--- config.mk ---
export PLATFORM = sky130hd
export DESIGN_NAME = regfile_dump_ctrl
export DESIGN_NICKNAME = d
export VERILOG_FILES = /design/src/rtl/regfile_dump_ctrl.sv
export SDC_FILE = /design/constraint.sdc
export NUM_CORES = 1
export LEC_CHECK = 0
export CORE_ASPECT_RATIO = 2
export CORE_UTILIZATION = 44
export DETAILED_ROUTE_END_ITERATION = 10
export GPL_TIMING_DRIVEN = 0
export PLACE_DENSITY = 0.76
export RECOVER_POWER = 50
export REMOVE_ABC_BUFFERS = 1
export SYNTH_ARGS = -nofsm -noshare
export SYNTH_HDL_FRONTEND = slang
export SYNTH_SLANG_ARGS = --single-unit
--- constraint.sdc ---
create_clock -name clk -period 1.8 [get_ports clk]
set_input_delay 0.36 -clock clk [delete_from_list [all_inputs] [get_ports clk]]
set_output_delay 0.36 -clock clk [all_outputs]
set_load 0.03 [all_outputs]
--- src/rtl/regfile_dump_ctrl.sv ---
// Shares register file read port 1 between the pipeline and a debug dump that
// walks every register and streams each word LSB-byte-first over valid/ready.
module regfile_dump_ctrl #(
  parameter int ADDR_WIDTH = 5,
  parameter int DATA_WIDTH = 32
) (
  input  logic                  clk,
  input  logic                  i_rst,
  input  logic                  i_start,
  input  logic [ADDR_WIDTH-1:0] i_core_addr,
  output logic [ADDR_WIDTH-1:0] o_rf_addr,
  input  logic [DATA_WIDTH-1:0] i_rf_data,
  output logic [7:0]            o_tx_data,
  output logic                  o_tx_valid,
  input  logic                  i_tx_ready,
  output logic                  o_busy,
  output logic                  o_done
);
  localparam int BYTES = DATA_WIDTH / 8;
  localparam int BCW   = (BYTES > 1) ? $clog2(BYTES) : 1;
  localparam logic [BCW-1:0]        LAST_BYTE = BCW'(BYTES - 1);
  localparam logic [ADDR_WIDTH-1:0] LAST_IDX  = '1;

  typedef enum logic [1:0] {IDLE, LOAD, SEND, DONE} state_t;

  state_t                state, state_next;
  logic [ADDR_WIDTH-1:0] reg_idx, reg_idx_next;
  logic [BCW-1:0]        byte_cnt, byte_cnt_next;
  logic [DATA_WIDTH-1:0] word_q, word_next;

  always_ff @(posedge clk or posedge i_rst) begin
    if (i_rst) begin
      state    <= IDLE;
      reg_idx  <= '0;
      byte_cnt <= '0;
      word_q   <= '0;
    end else begin
      state    <= state_next;
      reg_idx  <= reg_idx_next;
      byte_cnt <= byte_cnt_next;
      word_q   <= word_next;
    end
  end

  always_comb begin
    state_next    = state;
    reg_idx_next  = reg_idx;
    byte_cnt_next = byte_cnt;
    word_next     = word_q;
    case (state)
      IDLE: begin
        if (i_start) begin
          state_next   = LOAD;
          reg_idx_next = '0;
        end
      end
      LOAD: begin
        word_next     = i_rf_data;
        byte_cnt_next = '0;
        state_next    = SEND;
      end
      SEND: begin
        if (i_tx_ready) begin
          word_next     = word_q >> 8;
          byte_cnt_next = byte_cnt + BCW'(1);
          if (byte_cnt == LAST_BYTE) begin
            // reg_idx saturates at the last register; DONE ends the walk
            if (reg_idx == LAST_IDX) begin
              state_next = DONE;
            end else begin
              reg_idx_next = reg_idx + ADDR_WIDTH'(1);
              state_next   = LOAD;
            end
          end
        end
      end
      DONE: begin
        state_next = IDLE;
      end
      default: state_next = IDLE;
    endcase
  end

  assign o_rf_addr  = (state == IDLE) ? i_core_addr : reg_idx;
  assign o_tx_valid = (state == SEND);
  assign o_tx_data  = word_q[7:0];
  assign o_busy     = (state != IDLE);
  assign o_done     = (state == DONE);
endmodule

==> impl_metrics.py <==
metrics = {
    "floorplan": {
        "placement_rows": 35,
        "die_height_um": 101,
        "initial_core_util": 0.463,
        "design.die.area_sq_um": 5180,
        "ios": 57,
        "fp.dieW_um": 51.4,
        "coreArea_sq_um": 4640,
    },
    "sta": {
        "timing.setup.tns_ns": -0.319,
        "slew_worst_pin_ns": 0.847,
        "maxSlewViolCount": 0,
        "final.min_clock_period_ns": 1.89,
        "layout_worst_path_cycle_share": 1.05,
        "maxClockFrequency_mhz": 528,
        "finalHoldViolations": 0,
        "rsz_0062_raised_after_global_routing": "true",
        "setup_viol": 7,
        "finalClockSkew_ns": 0.0102,
        "layout_setup_ws_ns": -0.0938,
        "slew_headroom": 0.434,
    },
    "logic_synthesis": {
        "yosysWarnings": 0,
        "yosysMostFrequentCell": "sky130_fd_sc_hd__dfrtp_1",
        "netlist.top_cell.by_area": "sky130_fd_sc_hd__dfrtp_1",
        "post_synth_fa_ha_maj_area_fraction": 0.0175,
        "asyncSetResetFlopFracSynth": 1.00,
        "synth_top_cells_by_count": "41 x sky130_fd_sc_hd__dfrtp_1, 26 x sky130_fd_sc_hd__nand3_1, 24 x sky130_fd_sc_hd__mux2i_1, 19 x sky130_fd_sc_hd__nor2_1, 19 x sky130_fd_sc_hd__o21ai_1",
        "synthesis.area_sq_um": 2150,
        "post_synth_simple_gate_area": 0.171,
        "largest_family_of_logic_cells_by_synthesized_area": "simple AND/OR/NAND/NOR gates",
        "compound_gate_portion_of_the_synthesized_area": 0.106,
        "synth_ff_type": "sky130_fd_sc_hd__dfrtp_1",
        "yosys.area_share.xor_xnor": 0,
        "synth-edff-count": 0,
        "cells_after_synth": 218,
        "synth_largest_type_area_fraction": 0.478,
        "average_footprint_of_a_synthesized_cell_sq_um": 9.85,
        "share_of_synthesized_area_spent_on_multiplexers": 0.143,
        "share_of_synthesized_area_occupied_by_flip_flops_and_latches": 0.478,
        "netlist-cell-type-count": 31,
        "synth.area.top_cells": "sky130_fd_sc_hd__dfrtp_1 48%, sky130_fd_sc_hd__mux2i_1 11%, sky130_fd_sc_hd__nand3_1 6.1%",
        "synth.ff_latch_count": 41,
    },
    "power_and_ir_drop": {
        "peakVddDrop_uv": 1230,
        "cellLeakagePower_uw": 0.00141,
        "p_per_area_nw_per_um2": 1580,
        "p_total_uw": 4690,
    },
    "worst_setup_path": {
        "crit_path_end_kind": "primary output",
        "timing.critical_path.from_type": "flop",
        "r2r_setup_slack_ns": -0.03,
        "critPathArrivalTime_ns": 1.53,
        "worst-setup-path-type": "reg -> out",
        "crit_fanout": 5,
        "worstPathRequired_ns": 1.44,
    },
    "final_layout": {
        "num-nets-final": 322,
        "layout-area-overhead-vs-synth_pct": 37.7,
        "post_layout_nonfiller_instances": 333,
        "number_of_antenna_repair_diodes": 0,
        "post_route_cells_drive_above_1_share": 0.198,
    },
    "global_routing": {
        "grt_pass1_wl_um": 8250,
        "grt_pass1_vias": 1781,
        "tot_gr_track_use": 0.214,
        "globalRoute.totalOverflow": 0,
        "largest_net_degree_at_the_start_of_global_routing": 42,
        "antenna_found_initial": 0,
    },
    "placement": {
        "gp_routability_congestion": 0.746,
        "place_hpwl_um": 3070,
        "buffer_ports.inserted": 56,
        "place_inst": 304,
    },
    "cts": {
        "tritoncts": "done",
        "ctsHoldBuffers": 0,
        "htree_num_levels": 2,
        "max-clock-path-buffers": 2,
        "cts_root_buffer": "sky130_fd_sc_hd__clkbuf_8",
        "worst_skew_pair.late_latency_ns": 0.29,
        "tritoncts_num_sinks": 41,
        "cts.reportedPaths.clkPinSlew_ns": 0.08,
        "cts-buffers-inserted": 5,
    },
    "outcome": {
        "run_status": "finished with violations",
        "failing_checks": "negative setup slack",
    },
    "routing": {
        "drt_first_iter_violations": 32,
        "via_count": 1799,
        "drt-pass1-iter-count": 4,
        "route.detailed.wl_per_inst_um": 15.1,
        "route.detailed.vias_per_inst": 5.40,
        "routed_wire_length_um": 5020,
        "drcViolationCount": 0,
        "drtAntennaViolNets": 0,
    },
    "worst_hold_path": {
        "holdCritPathClass": "reg -> reg",
    },
    "flow_run": {
        "drv_cap": 0,
    },
}
[report_power, final]
group	switching (uW)	leakage, uW	total [uW]	internal, uW
Combinational	1330	0.000835	2440	1110
Clock	305	0.0000540	708	403
Sequential	226	0.000518	1540	1320
[layer usage]
layer,track usage,share of wire,vias to the layer above
li1,-,-,880
met1,0.235,0.39,871
met2,0.397,0.56,43
met3,0.0332,0.031,5
met4,0.0811,0.016,0
met5,0,0,-
[what timing repair did]
item	in CTS	in global routing
setup buffers	15	5
gates resized for setup	60	7
gates cloned	2	0
hold endpoints to repair	0	0
setup endpoints to repair	46	40
pin swaps	3	2
[state kept, by name (all words and copies together), names as in the netlist]
name	flops
word_q	32
reg_idx	5
byte_cnt	2
state	2
[path summary, 6_finish.rpt]
check | depth (start not counted) | startpoint | to
min | 2 | word_q[1] | word_q[1]
max reg2reg | 6 | reg_idx[0] | reg_idx[2]
min in group asynchronous | 2 | i_rst | word_q[31]
min reg2reg | 2 | word_q[1] | word_q[1]
max in group asynchronous | 2 | i_rst | state[1]
max | 4 | state[1] | o_rf_addr[3]
[placed cells by master, fill, tap and decap left out, types with 2 or more instances in the layout]
cell / synthesis / layout
sky130_fd_sc_hd__mux2_2: 6 / 4
sky130_fd_sc_hd__o21ai_0: 9 / 9
sky130_fd_sc_hd__nand4b_1: 2 / 2
sky130_fd_sc_hd__buf_2: 8 / 3
sky130_fd_sc_hd__nor2_1: 19 / 17
sky130_fd_sc_hd__inv_1: 7 / 6
sky130_fd_sc_hd__nor2_4: 0 / 4
sky130_fd_sc_hd__mux2_4: 0 / 2
sky130_fd_sc_hd__o21ai_1: 19 / 19
sky130_fd_sc_hd__or4_1: 2 / 2
sky130_fd_sc_hd__buf_4: 10 / 21
sky130_fd_sc_hd__buf_6: 2 / 2
sky130_fd_sc_hd__mux2i_1: 24 / 24
sky130_fd_sc_hd__nand3_1: 26 / 26
sky130_fd_sc_hd__clkdlybuf4s50_1: 0 / 47
sky130_fd_sc_hd__clkbuf_8: 0 / 5
sky130_fd_sc_hd__nand2b_4: 1 / 3
sky130_fd_sc_hd__dfrtp_1: 41 / 39
sky130_fd_sc_hd__o211ai_1: 3 / 3
sky130_fd_sc_hd__a22o_1: 3 / 3
sky130_fd_sc_hd__a21oi_1: 5 / 5
sky130_fd_sc_hd__nand2_1: 5 / 5
sky130_fd_sc_hd__nor3_1: 7 / 7
[logic make-up (layout without fill, tap and decap cells)]
group | count (synthesis) | after routing
compound gates | 41 | 41
simple gates | 71 | 73
flops | 41 | 41
mux | 30 | 30
buf+inv | 32 | 90
fa+ha+maj | 3 | 3
[through the flow]
stage,setup WS [ns],util,hold slack [ns],cell area (sq um)
finish,-0.0938,0.637,0.502,2960
global placement,-0.662,0.565,0.480,2620
detailed placement,-0.658,0.565,0.490,2620
CTS,-0.118,0.627,0.506,2910
global route,-0.144,0.637,0.535,2960
floorplan,0.0237,-,0.468,1990
[cell type report]
type | count | area, sq um
multi-input combinational | 147 | 1030
clock buffer | 5 | 68.8
inverter | 7 | 26.3
sequential | 41 | 1030
timing repair buffer | 76 | 699
clock inverter | 2 | 35.0
tap | 55 | 68.8
fill | 408 | 1680
[worst max-delay path, stage by stage, from the launching register on]
cell,delay [ns]
sky130_fd_sc_hd__dfrtp_4,0.51
sky130_fd_sc_hd__nor2_4,0.17
sky130_fd_sc_hd__buf_6,0.13
sky130_fd_sc_hd__mux2_4,0.30
sky130_fd_sc_hd__buf_6,0.14
No activity file was read; power rests on OpenSTA's default activity.
